File: src/rtl/moving_avg_decim_stream.sv
// moving_avg_decim_stream
// Decimates the moving average filter's output stream, buffers the kept samples
// in a small first-word-fall-through FIFO and presents them as an AXI4-Stream
// master with tlast framing. The filter has no backpressure. When the FIFO is
// full, samples are dropped and a sticky overflow flag is raised.
module moving_avg_decim_stream #(
    parameter int DATA_WIDTH  = 16,
    parameter int DECIM_WIDTH = 4,
    parameter int FIFO_AW     = 3,
    parameter int FRAME_LEN   = 8
) (
    input  logic                   clk,
    input  logic                   reset,
    input  logic [DATA_WIDTH-1:0]  y_N,
    input  logic                   y_N_valid,
    input  logic [DECIM_WIDTH-1:0] decim,
    output logic [DATA_WIDTH-1:0]  m_tdata,
    output logic                   m_tvalid,
    input  logic                   m_tready,
    output logic                   m_tlast,
    output logic [FIFO_AW:0]       fifo_level,
    output logic                   overflow,
    input  logic                   ovf_clr
);

    localparam int DEPTH  = 2 ** FIFO_AW;
    localparam int FCNT_W = (FRAME_LEN > 1) ? $clog2(FRAME_LEN) : 1;

    localparam logic [FIFO_AW:0]     LEVEL_FULL = (FIFO_AW + 1)'(DEPTH);
    localparam logic [FIFO_AW:0]     LEVEL_ONE  = (FIFO_AW + 1)'(1);
    localparam logic [FIFO_AW-1:0]   PTR_ONE    = FIFO_AW'(1);
    localparam logic [DECIM_WIDTH-1:0] DCNT_ONE = DECIM_WIDTH'(1);
    localparam logic [FCNT_W-1:0]    FCNT_ONE   = FCNT_W'(1);
    localparam logic [FCNT_W-1:0]    FCNT_LAST  = FCNT_W'(FRAME_LEN - 1);

    logic [DATA_WIDTH-1:0]  r_mem [DEPTH];
    logic [FIFO_AW-1:0]     r_wrPtr;
    logic [FIFO_AW-1:0]     r_rdPtr;
    logic [FIFO_AW:0]       r_level;
    logic [DECIM_WIDTH-1:0] r_dcnt;
    logic [FCNT_W-1:0]      r_fcnt;
    logic                   r_overflow;

    logic w_accept;
    logic w_valid;
    logic w_pop;
    logic w_full;
    logic w_push;
    logic w_drop;

    // The valid flag comes only from the registered level. This keeps m_tready
    // out of the m_tvalid path. A simultaneous pop is what lets a push into a
    // full FIFO proceed without dropping the sample.
    always_comb begin
        w_accept = y_N_valid && (r_dcnt == '0);
        w_valid  = (r_level != '0);
        w_pop    = w_valid && m_tready;
        w_full   = (r_level == LEVEL_FULL);
        w_push   = w_accept && (!w_full || w_pop);
        w_drop   = w_accept && !w_push;
    end

    // Decimation counter. A reload samples decim, so a new rate takes effect
    // once the current period ends.
    always_ff @(posedge clk) begin
        if (reset) begin
            r_dcnt <= '0;
        end else if (y_N_valid) begin
            if (r_dcnt == '0) begin
                r_dcnt <= decim;
            end else begin
                r_dcnt <= r_dcnt - DCNT_ONE;
            end
        end
    end

    // Storage array is only written at the tail and is deliberately not reset.
    always_ff @(posedge clk) begin
        if (!reset && w_push) begin
            r_mem[r_wrPtr] <= y_N;
        end
    end

    // Pointers wrap naturally. The level is tracked separately so full and empty are unambiguous.
    always_ff @(posedge clk) begin
        if (reset) begin
            r_wrPtr <= '0;
            r_rdPtr <= '0;
            r_level <= '0;
        end else begin
            if (w_push) begin
                r_wrPtr <= r_wrPtr + PTR_ONE;
            end
            if (w_pop) begin
                r_rdPtr <= r_rdPtr + PTR_ONE;
            end
            case ({w_push, w_pop})
                2'b10:   r_level <= r_level + LEVEL_ONE;
                2'b01:   r_level <= r_level - LEVEL_ONE;
                default: r_level <= r_level;
            endcase
        end
    end

    // Frame beat counter advances per delivered beat and wraps at the frame end.
    always_ff @(posedge clk) begin
        if (reset) begin
            r_fcnt <= '0;
        end else if (w_pop) begin
            if (r_fcnt == FCNT_LAST) begin
                r_fcnt <= '0;
            end else begin
                r_fcnt <= r_fcnt + FCNT_ONE;
            end
        end
    end

    // Sticky overflow flag. A drop in the same cycle as a clear wins.
    always_ff @(posedge clk) begin
        if (reset) begin
            r_overflow <= 1'b0;
        end else if (w_drop) begin
            r_overflow <= 1'b1;
        end else if (ovf_clr) begin
            r_overflow <= 1'b0;
        end
    end

    // Output view of the FIFO head. Data is forced to zero when nothing is valid.
    always_comb begin
        m_tvalid   = w_valid;
        m_tdata    = w_valid ? r_mem[r_rdPtr] : '0;
        m_tlast    = w_valid && (r_fcnt == FCNT_LAST);
        fifo_level = r_level;
        overflow   = r_overflow;
    end

endmodule

File: config.mk
export PLATFORM = sky130hd
export DESIGN_NAME = moving_avg_decim_stream
export DESIGN_NICKNAME = d
export VERILOG_FILES = /design/src/rtl/moving_avg_decim_stream.sv
export SDC_FILE = /design/constraint.sdc
export NUM_CORES = 1
export LEC_CHECK = 0
export CAP_MARGIN = 20
export CORE_MARGIN = 2
export CORE_UTILIZATION = 35
export DETAILED_ROUTE_END_ITERATION = 8
export DONT_BUFFER_PORTS = 1
export PLACE_DENSITY = 0.52
export SYNTH_ARGS = -nofsm -noshare
export SYNTH_HDL_FRONTEND = slang
export SYNTH_SLANG_ARGS = --single-unit
File: constraint.sdc
create_clock -name clk -period 3.9 [get_ports clk]
set_input_delay 0.585 -clock clk [delete_from_list [all_inputs] [get_ports clk]]
set_output_delay 0.585 -clock clk [all_outputs]
set_load 0.03 [all_outputs]
==> impl_results.md, run 1 <==
* Status: complete, no violations
* CTS Buf Count at 17
* RR Endpoint: fifo_level[3]
* CP top delay family: multiplexers
* Drt via density at 5.070
* Fill count at 1,515
* Sink Count at 149
* DRC Markers at 0
* CTS Buffer Depth at 2
* Cell depth of the worst flop-to-flop path at 8
* GR Overflow Total at 0
* FP Rows at 47
* Cell Area, Synth at 6011 um^2
* Area after DPL at 6351 um^2
* Pleak at 2.204 nW
* Cells after synthesis at 338
* Fin area at 6938 um^2
* Hold Fails Final Rpt at 0
* Setup bufs post-CTS at 0
* Sequential Area at 4265 um^2
* Worst R2R Setup Slack at 1160 ps
* Worst setup EP type: output pin
* Power Dens Cells at 691.5 nW/um^2
* CP required at 3310 ps
* Global-route wire length before repair at 18.17 mm
* Die ar. at 18,240 um^2
* CTS tree: done
* Via count at 2,981
* Nets at 389
* WL per Instance at 19.76 um
* Syn_nets at 372
* Critical R2R Launch: fifo_level[3]
* Final TNS setup at 0 ps
* Seq cells post-synth at 149
* Max-slew violation count at 0
* IO buf count at 0
* # hold bufs at CTS at 0
* Area Overhead vs Synth at 15.42%
* Tightest Pin Transition at 763.7 ps
* Die Y at 135.1 um
* DRT Wirelength at 11.62 mm
* Clock Skew at 5.823 ps
* WP data arrival at 2310 ps
* Gpl congestion at 0.7390
* First-iteration detailed-routing DRC count at 193
* Final setup viols at 0
* EDFF count, synth at 128
* CP cell instances: buf_12 > mux4_2 > mux2i_1 > nor2_1
* Relative slew slack at 0.4902
* MaxCap Viol Count at 0
* Worst-path maximum fanout at 18
* Initial Util at 0.3599
* Reg clk slew, reported paths at 60 ps
* RSZ-0062 raised after global routing: false
* Async S/R FF share, synth at 0
* Fmax at 345.5 MHz
* Avg Inst Size Synth at 17.78 um^2
* Vias in the first global route at 3,301
* Multi-input combinational cell area at 1675 um^2
* Final period util at 0.7421
* Min Tclk post-route at 2894 ps
* Startpoint Class: flip-flop
* Post-route ant nets at 0
* Commonest non-fill, non-tap cell in the layout: edfxtp_1
* GRT Util Overall at 0.1387
* DRT Pass-1 Iters at 4
* Post-synthesis sequential area ratio at 0.7094
* Ratio of cells with drive above 1 in the final layout at 0.2391
* Hold Path Origin: reset
* Ant. Diodes at 0
* Most frequent cells in the layout: edfxtp_1, nor2_1, mux4_2, dfxtp_1, clkbuf_16
* Hold Path End: r_fcnt[1]
* Yosys cell types at 47
* Initial antenna violation count at 0
* Warnings, synthesis at 0
* CP peak stage delay at 700 ps
* Hold Path Depth at 1
* CTS root buf: clkbuf_16
* CP Buf/Inv Count at 1
* Critical path class: reg -> out
* PostCTS Resize Cnt at 0
* Largest net degree at the start of global routing at 33
* Worst hold path class: in -> reg
* Max IR drop VDD at 0.0004233 V
* Die W at 135.1 um
* Slowest CP cell: dfxtp_2
* Clock latency on the worst-skew pair at 410 ps
* Core footprint at 16,700 um^2
* Dpl hpwl at 6.910 mm
* Ys flop type: edfxtp_1
* H-Tree Depth at 4
* Num ports at 48
[registers in the layout, indices dropped and copies added, names as in the netlist, named ones only]
register    flops
r_rdPtr         3
r_dcnt          4
fifo_level      4
r_mem         128
overflow        1
r_fcnt          3
r_wrPtr         3
[worst max-delay path by stage]
stage                    endpoint  depth (start not counted)
global route           m_tdata[5]                          4
finish                 m_tdata[5]                          4
detailed placement  fifo_level[3]                          8
global placement    fifo_level[3]                          8
floorplan             r_mem[4][0]                          4
CTS                    m_tdata[5]                          4
[cell families (layout without fill, tap and decap cells)]
family	count (synthesis)	count (layout)	share of synthesized area
flip-flops	149	149	0.7094
buffers and inverters	22	52	0.01561
XOR/XNOR	5	5	0.007287
AO/OA/AOI/OAI	25	25	0.03102
adder cells (fa/ha/maj)	9	9	0.01998
multiplexers	52	52	0.1565
AND/OR/NAND/NOR	76	76	0.06016
[cell type report]
cell class,instances,area share
clock inverters,14,0.02272
repair buffers,12,0.01479
well taps,220,0.03968
flip-flops and latches,149,0.6148
clock buffers,18,0.06186
inverters,8,0.004689
multi-input cells,167,0.2415
[metal layers]
metal,GRT usage,routed length (um),vias to the layer above
li1,-,-,1361
met1,0.1558,4530,1528
met2,0.2493,6243,79
met3,0.04392,718,13
met4,0.04688,129,0
met5,0,0,-
[cell usage after synthesis (3+ instances only)]
cell type	n	area (um^2)
a21oi_1	11	55.05
clkbuf_1	6	22.52
buf_2	7	35.03
mux4_2	32	720.7
nor2_1	37	138.9
edfxtp_1	128	3844
o21ai_0	3	15.01
mux2i_1	16	160.2
dfxtp_1	21	420.4
nor2b_1	4	25.02
nand2_1	14	52.55
inv_1	7	26.28
ha_1	8	100.1
nor3_1	6	30.03
xor2_1	3	26.28
[per-stage QoR]
stage / util / hold WS [ps] / power [mW] / instances / setup WS (ps)
final: 0.4154 / 241.8 / 4.798 / 588 / 1006
after global placement: 0.3803 / 442.7 / 3.253 / 556 / 1184
after floorplan: - / 440.0 / 2.995 / 338 / 629.2
after global routing: 0.4154 / 217.5 / 5.044 / 588 / 764.9
after CTS: 0.4154 / 217.3 / 4.879 / 588 / 920.1
after detailed placement: 0.3803 / 449.7 / 3.268 / 556 / 1180
[worst reg2reg max path, stage by stage, from the launching register on]
cell	delay [ps]
dfxtp_1	490
o41a_1	600
nand2b_2	150
inv_4	70
ha_1	280
a21o_1	180
a21oi_1	270
mux2i_4	280
mux2_4	310
[report_power, final]
part	leakage, nW	switching (mW)	internal (mW)
Clock	0.293	0.607	1.00
Combinational	0.586	0.761	0.467
Sequential	1.32	0.158	1.80
Power figures use the tool's default switching activity.
==> run 2: changes to the inputs <==
Clock period 3.9 ns to 2.74 ns, I/O delays scaled along.
==> impl_results.md, run 2 (synthesis gave the netlist of run 1 again) <==
* Worst setup EP type: flip-flop
* PostCTS Resize Cnt at 0 (unchanged)
* Gpl congestion at 0.6963 (-5.8%)
* Ratio of cells with drive above 1 in the final layout at 0.3083 (+0.06914)
* CTS tree: done
* Critical path class: reg -> reg
* Largest net degree at the start of global routing at 33 (unchanged)
* WP data arrival at 2860 ps (+550 ps)
* Num ports at 48 (unchanged)
* Fmax at 390.5 MHz
* Final setup viols at 0 (unchanged)
* Nets at 420 (+8.0%)
* Post-route ant nets at 0 (unchanged)
* Fin area at 7201 um^2 (+3.8%)
* Setup bufs post-CTS at 0 (unchanged)
* Reg clk slew, reported paths at 60 ps (about the same)
* Max reg flops at 128 (unchanged)
* GR Overflow Total at 0 (unchanged)
* H-Tree Depth at 4 (unchanged)
* Clock Skew at 5.404 ps (-0.4183 ps)
* Commonest non-fill, non-tap cell in the layout: edfxtp_1
* Initial antenna violation count at 0 (unchanged)
* MaxCap Viol Count at 0 (unchanged)
* GRT Util Overall at 0.1369 (-0.001729)
* Pleak at 2.357 nW (+6.9%)
* Dpl hpwl at 7.261 mm (+5.1%)
* Min Tclk post-route at 2561 ps
* Tightest Pin Transition at 559.4 ps (-204.2 ps)
* Final period util at 0.9346
* Worst setup slack after layout at 179.1 ps (-826.5 ps)
* Most frequent cells in the layout: edfxtp_1, buf_4, nor2_1, mux4_2, dfxtp_1
* Reg with most FFs: r_mem
* DRT Wirelength at 11.52 mm (-0.87%)
* Sequential Area at 4265 um^2 (unchanged)
* FP Rows at 47 (unchanged)
* CP required at 3040 ps (-270 ps)
* Vias in the first global route at 3,225 (-2.3%)
* Gr busiest metal: met2
* Area after DPL at 6614 um^2 (+4.1%)
* Die Y at 135.1 um (unchanged)
* Final TNS setup at 0 ps (unchanged)
* CTS root buf: clkbuf_16
* Area Overhead vs Synth at 19.80%
* Final core utilization at 0.4312 (+0.01573)
* Core footprint at 16,700 um^2 (unchanged)
* Global Route met3 Usage at 0.04992 (+0.006006)
* First-iteration detailed-routing DRC count at 175 (-9.3%)
* Max-slew violation count at 0 (unchanged)
* DRC Markers at 0 (unchanged)
* Power Dens Cells at 990.9 nW/um^2 (+43%)
* IO buf count at 0 (unchanged)
* Worst-path maximum fanout at 8 (-10)
* Die W at 135.1 um (unchanged)
* DRT Pass-1 Iters at 4 (unchanged)
* Status: complete, no violations
* Worst hold path class: in -> reg
* Final hold slack at 60.78 ps (-181.0 ps)
* CTS Buf Count at 17 (unchanged)
* Initial Util at 0.3599 (unchanged)
* Drt via density at 4.931 (-2.7%)
* Die ar. at 18,240 um^2 (unchanged)
* Hold Fails Final Rpt at 0 (unchanged)
* Place WS at 65.25 ps (-1115 ps)
* Multi-input combinational cell area at 1697 um^2 (+1.3%)
* # hold bufs at CTS at 0 (unchanged)
* Startpoint Class: flip-flop
* RSZ-0062 raised after global routing: false
* CTS Buffer Depth at 2 (unchanged)
* Sink Count at 149 (unchanged)
* Ant. Diodes at 0 (unchanged)
* Max IR drop VDD at 0.0004076 V (-3.7%)
* Global-route wire length before repair at 18.09 mm (-0.42%)
* Fill count at 1,514 (-0.066%)
* Via count at 3,052 (+2.4%)
* Relative slew slack at 0.6245 (+0.1344)
* Clock latency on the worst-skew pair at 420 ps (about the same)
* WL per Instance at 18.61 um (-5.8%)
* Grt met2 use at 0.2231 (-0.02623)
* Routing usage on met1 at 0.1677 (+0.01190)
-- run 2: cell types whose count changed in the layout (fill, tap and decap cells not counted), moves of 2 or more --
cell	before	now
clkinvlp_4	0	4
bufinv_16	3	1
clkinv_2	5	0
clkinv_1	2	0
inv_8	0	4
buf_4	11	41
inv_6	2	5
-- run 2: area by class of cell --
type / count / share of cell area
clock buffer: 17 / 0.05908
clock inverter: 15 / 0.02189
inverter: 8 / 0.004518
multi-input combinational: 167 / 0.2356
sequential: 149 / 0.5924
tap: 220 / 0.03823
timing repair buffer: 43 / 0.04831
-- run 2: per-stage QoR --
stage | power (mW) | std cells
6_report | 7.135 | 619
5_1_grt | 7.495 | 619
4_1_cts | 7.252 | 619
3_5_place_dp | 4.976 | 587
3_3_place_gp | 4.961 | 587
2_1_floorplan | 4.266 | 338
-- run 2: report_power, final --
group / switching, mW / internal [mW] / total (mW)
Clock: 0.975 / 1.29 / 2.26
Sequential: 0.0615 / 2.57 / 2.63
Combinational: 1.29 / 0.954 / 2.24
-- run 2: routing by layer --
metal  vias to the layer above  share of wire
li1                       1417              -
met1                      1564           0.43
met2                        60           0.50
met3                        11          0.060
met4                         0          0.013
met5                         -              0
-- run 2: worst paths after layout --
path	slack, ps	cells past startpoint	from	to
worst max-delay path	180	10	r_dcnt[0]	fifo_level[3]
worst min-delay path	60	1	reset	flip-flop
worst max register to register	180	10	r_dcnt[0]	fifo_level[3]
worst min register to register	460	2	r_fcnt[1]	r_fcnt[1]
-- run 2: critical path: stages (launching register included) --
cell and delay [ps]:
dfxtp_1 390, inv_1 90, ha_1 240, and4bb_2 240, nand2b_2 210, inv_4 110
ha_1 230, a21o_1 190, a21oi_2 200, mux2i_4 250, mux2_4 310
